$ cat config.mk
export PLATFORM = sky130hd
export DESIGN_NAME = fifo_sync_prog
export DESIGN_NICKNAME = d
export VERILOG_FILES = /design/src/rtl/fifo_sync_prog.sv
export SDC_FILE = /design/constraint.sdc
export NUM_CORES = 1
export LEC_CHECK = 0
export ABC_AREA = 0
export BUFFER_PORTS_ARGS = -buffer_cell sky130_fd_sc_hd__clkbuf_2
export CELL_PAD_IN_SITES_DETAIL_PLACEMENT = 0
export CELL_PAD_IN_SITES_GLOBAL_PLACEMENT = 1
export CORE_ASPECT_RATIO = 0.6
export CORE_MARGIN = 2
export CORE_UTILIZATION = 50
export CTS_CLUSTER_SIZE = 10
export DETAILED_ROUTE_END_ITERATION = 6
export GPL_ROUTABILITY_DRIVEN = 1
export PLACE_DENSITY_LB_ADDON = 0.1
export SLEW_MARGIN = 20
export SYNTH_ARGS = -nofsm -noshare
export SYNTH_HDL_FRONTEND = slang
export SYNTH_SLANG_ARGS = --single-unit
$ cat constraint.sdc
create_clock -name clk -period 4.6 [get_ports clk]
set_input_delay 1.15 -clock clk [delete_from_list [all_inputs] [get_ports clk]]
set_output_delay 1.15 -clock clk [all_outputs]
set_load 0.1 [all_outputs]
$ cat src/rtl/fifo_sync_prog.sv
// Single-clock FIFO with occupancy count, programmable thresholds,
// standard or first-word-fall-through read, sticky error flags and flush.
module fifo_sync_prog #(
    parameter int DATA_WIDTH = 8,
    parameter int FIFO_DEPTH = 16,
    parameter int AF_THRESH  = 14,
    parameter int AE_THRESH  = 2,
    parameter bit FWFT       = 1'b0
) (
    input  logic                               clk,
    input  logic                               rst_n,
    input  logic                               clr,
    input  logic                               wr_en,
    input  logic [DATA_WIDTH-1:0]              din,
    input  logic                               rd_en,
    output logic [DATA_WIDTH-1:0]              dout,
    output logic                               dout_valid,
    output logic                               full,
    output logic                               empty,
    output logic                               almost_full,
    output logic                               almost_empty,
    output logic [$clog2(FIFO_DEPTH+1)-1:0]    count,
    output logic                               overflow,
    output logic                               underflow
);

    localparam int AW = $clog2(FIFO_DEPTH);
    localparam int CW = $clog2(FIFO_DEPTH + 1);

    logic [DATA_WIDTH-1:0] r_mem [FIFO_DEPTH];
    logic [AW-1:0]         r_wr_ptr;
    logic [AW-1:0]         r_rd_ptr;
    logic [CW-1:0]         r_count;
    logic                  r_overflow;
    logic                  r_underflow;

    logic w_full;
    logic w_empty;
    logic w_wr_ok;
    logic w_rd_ok;

    // Explicit wrap so non-power-of-two depths never address past the end
    function automatic logic [AW-1:0] f_next(input logic [AW-1:0] p);
        return (p == AW'(FIFO_DEPTH - 1)) ? '0 : p + AW'(1);
    endfunction

    assign w_full  = (r_count == CW'(FIFO_DEPTH));
    assign w_empty = (r_count == '0);
    assign w_wr_ok = wr_en && !w_full;
    assign w_rd_ok = rd_en && !w_empty;

    always_ff @(posedge clk or negedge rst_n) begin
        if (!rst_n) begin
            r_wr_ptr    <= '0;
            r_rd_ptr    <= '0;
            r_count     <= '0;
            r_overflow  <= 1'b0;
            r_underflow <= 1'b0;
        end else if (clr) begin
            r_wr_ptr    <= '0;
            r_rd_ptr    <= '0;
            r_count     <= '0;
            r_overflow  <= 1'b0;
            r_underflow <= 1'b0;
        end else begin
            if (w_wr_ok) r_wr_ptr <= f_next(r_wr_ptr);
            if (w_rd_ok) r_rd_ptr <= f_next(r_rd_ptr);
            unique case ({w_wr_ok, w_rd_ok})
                2'b10:   r_count <= r_count + CW'(1);
                2'b01:   r_count <= r_count - CW'(1);
                default: r_count <= r_count;
            endcase
            if (wr_en && w_full)  r_overflow  <= 1'b1;
            if (rd_en && w_empty) r_underflow <= 1'b1;
        end
    end

    always_ff @(posedge clk) begin
        if (!clr && w_wr_ok) r_mem[r_wr_ptr] <= din;
    end

    generate
        if (FWFT) begin : g_fwft
            // Head word is shown directly; zero while empty keeps dout defined
            assign dout       = w_empty ? '0 : r_mem[r_rd_ptr];
            assign dout_valid = !w_empty;
        end else begin : g_std
            logic [DATA_WIDTH-1:0] r_dout;
            logic                  r_dout_valid;

            always_ff @(posedge clk or negedge rst_n) begin
                if (!rst_n) begin
                    r_dout       <= '0;
                    r_dout_valid <= 1'b0;
                end else if (clr) begin
                    r_dout_valid <= 1'b0;
                end else begin
                    r_dout_valid <= w_rd_ok;
                    if (w_rd_ok) r_dout <= r_mem[r_rd_ptr];
                end
            end

            assign dout       = r_dout;
            assign dout_valid = r_dout_valid;
        end
    endgenerate

    assign full         = w_full;
    assign empty        = w_empty;
    assign almost_full  = (r_count >= CW'(AF_THRESH));
    assign almost_empty = (r_count <= CW'(AE_THRESH));
    assign count        = r_count;
    assign overflow     = r_overflow;
    assign underflow    = r_underflow;

endmodule

Word level (Yosys, flattened, before mapping)
Memories as Yosys holds them, arrays and structs flattened. A register that Yosys moved wholly into a read port is not among the register bits.
Index checks and enable logic that the tools add are counted.
Word-level totals
  register bits after elaboration: 16
  memory bits (writable): 128
  input port bits: 13
  output and inout port bits: 20
  logic and storage cells: 50
  memories: 1
Operators by class
  add/sub/neg operators: 4
  magnitude comparators: 2
  eq/ne operators: 5
  mux-type cells: 15
  bitwise operators: 1
  reductions and logical operators: 16
Memories
  r_mem: words 16, bits a word 8, rd ports 1, clocked after memory_dff 1, wr ports 1, RTL line 30  | logic [DATA_WIDTH-1:0] r_mem [FIFO_DEPTH];
Operators with widths (number)
  4-bit two-way mux: 6
  5-bit one-hot mux with 2 select lines: 1
  4-bit by 1-bit adder with 4-bit output (second input constant): 2
  4-bit equality test (second input constant): 2
  2-bit nonzero test: 4
  1-bit two-way mux: 7
  5-bit by 1-bit adder with 5-bit output (second input constant): 1
  5-bit equality test (second input constant): 1
  5-bit by 4-bit >= comparator with 1-bit output (second input constant): 1
  5-bit by 2-bit less-or-equal comparator with 1-bit output (second input constant): 1
  1-bit logical AND: 5
  5-bit zero test: 1
  5-bit two-way mux: 1
  5-bit by 1-bit subtractor with 5-bit output (second input constant): 1
  1-bit zero test: 4
  3-bit nonzero test: 1
  2-bit by 1-bit equality test with 1-bit output (second input constant): 1
  2-bit equality test (second input constant): 1
  2-bit AND reduction: 1
  1-bit inverter: 1

Depth between registers and ports, before layout
  depth in word-level cells: 6
  depth in mapped cells: 10
  mapped depth without buffers: 8

Worst setup path after synthesis
Ideal clock, no wire load.
  path kind: register to output
  start point: register r_count[1], in the netlist count[1]
  end point: output port almost_empty
  data arrival time: 5.863 ns
  data required time: 3.450 ns
  slack: -2.413 ns
  cell stages (with the launch flop): 3
  path buffers: 1
  cell sequence: dfrtp_1 > buf_2 > a2111oi_0
Between the ends
  cells in the longest elaborated chain, start to end: 1
RTL lines
  from (decl): RTL line 33  | logic [CW-1:0] r_count;
  from (signal assigned): RTL line 69  | 2'b10: r_count <= r_count + CW'(1);
  from (signal assigned): RTL line 70  | 2'b01: r_count <= r_count - CW'(1);
  from (signal assigned): RTL line 71  | default: r_count <= r_count;
  5-bit by 2-bit less-or-equal comparator with 1-bit output: RTL line 111  | assign almost_empty = (r_count <= CW'(AE_THRESH));
  to (decl): RTL line 21  | output logic almost_empty,
No other way between the ends.

Final worst setup path
  start point: register r_count[1], in the netlist count[1]
  end point: output port full
Between the ends
  cells in the longest elaborated chain, start to end: 1
RTL lines
  5-bit equality test: RTL line 47  | assign w_full = (r_count == CW'(FIFO_DEPTH));
  to (decl): RTL line 18  | output logic full,
No other way between the ends.

==> reports/metrics.csv <==
metric;value;unit
insertion_delay;420;ps
yosys_register_bits;152;
grt_max_degree;29;
yosys-top-cells-area;edfxtp_1 (60%), mux4_2 (11%), dfrtp_1 (9.3%);
postSynthAreaPerCell;17.63;sq um
place_congestion;0.8611;
crit_chain;or4_4 -> nor2_1 -> clkbuf_2;
num_vias;3542;
synthArstFlopShare;0.1579;
cp-start-kind;register;
synth_nets;386;
synth_area;0.006451;sq mm
yosysWarnings;0;
io_pins;33;
numCtsBuffers;17;
wl;14.36;mm
hpwl;9.840;mm
pwr_density_cell;573.8;mW/mm^2
core_area;0.01273;sq mm
die_h;91.99;microns
maxCapViolCount;0;
end_kind;primary output;
die_area;0.01386;sq mm
yosysTopAreaCell;edfxtp_1;
finalHoldViolations;0;
synthFlopType;edfxtp_1;
skew;12.18;ps
fin_setup_tns;0;ps
synthCells;366;
grt_pass1_vias;3306;
path_depth;3;
seqPwrFrac;0.398;
rows;32;
die_w;150.6;microns
relSlewSlack;0.2989;
seq_area_frac_synth;0.6889;
postCtsSetupBuffers;0;
ant_nets;0;
vias_per_cell;6.055;
clkPwrFrac;0.355;
p_int;0.002791;W
grt_pass1_wl;21.48;mm
setup_viol;0;
wl_per_cell;24.54;microns
drv_slew;0;
rsz0062_at_grt;false;
cp_max_fo;16;
combPwrFrac;0.248;
critical_path_arrival;2430;ps
finalCritPeriodShare;0.7789;
drc;0;
grt_remaining_overflow;0;
clk_pin_slew;60;ps
tightest_slew;1052;ps
cts_sinks;152;
hold_depth;2;
cp_slowest_cell;or4_4;
synth.distinct_cells;54;
cp_top_family;simple AND/OR/NAND/NOR gates;
first_pass_iters;5;
fin_nets;422;
cp.required;3450;ps
cts_buffer_depth;2;
outcome;finished, final reports clean;
area_growth;14.95;%
p_leak;2.490;nW
gr-usage-all-layers;0.2236;
post-route-util;0.5824;
clockRootBuffer;clkbuf_16;
hp-class;register to register;
cts_tree;yes;
switching_power;0.001464;W
cts_resized;0;
antenna_found_initial;0;
io_buffers;32;
fmax;279.1;MHz
p_sw_frac;0.3442;
min_period;3583;ps
cp_slowest_stage_delay;710;ps
crit_type;register to primary output;
path_buf_inv;1;
rr_worst_depth;4;
htree_levels;4;
peakVddDrop;0.2699;mV
synth-edff-count;128;
yosys.area.top_type_share;0.5958;
drtIter0Drc;386;
initial_utilization;0.5067;
antenna_cells;0;
cts_hold_buf;0;
drive_above_1_share;0.2916;
[layer usage]
layer	global-route usage	up-vias	share of wire
met4	0.05763	0	0.0068
met1	0.3870	1862	0.49
li1	-	1544	-
met5	0	-	0
met3	0.04776	9	0.082
met2	0.2814	127	0.42
[final timing paths]
path,from,endpoint,slack [ps]
worst min-delay path,dout[4],dout[4],480
worst max register to register,count[1],r_mem[15][0],1720
worst max-delay path,count[1],full,1020
max in group asynchronous,rst_n,r_rd_ptr[2],3340
min in group asynchronous,rst_n,overflow,770
worst min register to register,dout[4],dout[4],480
[worst register-to-register path, stage by stage, from the launching register on]
cell and delay [ps]:
dfrtp_1 700, nor4_2 220, a211oi_1 680, nand2_1 260, nor2_1 650
[synth_stat cells (all sizes together), types with 2 or more instances]
library cell,instances
a21oi,10
buf,12
clkbuf,10
dfrtp,24
edfxtp,128
ha,7
inv,9
mux2,2
mux2i,19
mux4,32
nand2,18
nand2b,2
nor2,26
nor2b,3
nor3,8
nor4,4
o211ai,6
o21ai,7
o221ai,9
o41ai,2
or2,2
or4,2
xnor2,5
[stage by stage]
step	total power [W]	setup WS [ps]	cells	cell area, sq um	hold slack [ps]
finish	0.004255	1017	585	7416	482.0
global placement	0.002772	1136	553	6769	470.6
global route	0.004395	953.7	585	7416	523.7
detailed placement	0.002775	1109	553	6769	474.9
CTS	0.004278	999.3	585	7416	488.1
floorplan	0.002578	327.9	366	6457	577.2
[flip-flops by register name (all words and copies together) (netlist names)]
name / count
r_wr_ptr: 4
dout: 8
underflow: 1
overflow: 1
r_mem: 128
r_rd_ptr: 4
dout_valid: 1
count: 5
[final cells by class]
type                    count  area (sq um)
clock buffers              18         429.2
well taps                 170         212.7
clock inverters            14         217.7
fillers                   973          5316
inverters                   9         33.78
repair buffers             39         212.7
flip-flops and latches    152          4446
multi-input cells         183          1864
[power groups by stage]
stage / clock network, W / registers (W) / logic [W]
2_1_floorplan: 0 / 0.00203 / 0.000546
3_3_place_gp: 0 / 0.00172 / 0.00106
3_5_place_dp: 0 / 0.00172 / 0.00106
4_1_cts: 0.00153 / 0.00169 / 0.00106
5_1_grt: 0.00158 / 0.00170 / 0.00111
6_report: 0.00151 / 0.00169 / 0.00105
[cells in the final DEF, fill, tap and decap left out, drive strengths merged, types with 2 or more instances in the layout]
cell type / netlist / final
a21oi: 10 / 10
buf: 12 / 7
bufinv: 0 / 5
clkbuf: 10 / 50
clkinv: 0 / 3
clkinvlp: 0 / 2
dfrtp: 24 / 24
edfxtp: 128 / 128
ha: 7 / 7
inv: 9 / 13
mux2: 2 / 2
mux2i: 19 / 19
mux4: 32 / 32
nand2: 18 / 18
nand2b: 2 / 2
nor2: 26 / 26
nor2b: 3 / 3
nor3: 8 / 8
nor4: 4 / 4
o211ai: 6 / 6
o21ai: 7 / 7
o221ai: 9 / 9
o41ai: 2 / 2
or2: 2 / 2
or4: 2 / 2
xnor2: 5 / 5
[logic make-up after synthesis]
| family | Yosys count | synth area share |
|---|---|---|
| flops | 152 | 0.6889 |
| simple gates | 70 | 0.05237 |
| mux | 53 | 0.1453 |
| compound gates | 48 | 0.07002 |
| buf+inv | 31 | 0.02308 |
| fa+ha+maj | 7 | 0.01358 |
| xor+xnor | 5 | 0.006788 |
Note: power is estimated with default switching activity, not from simulation.
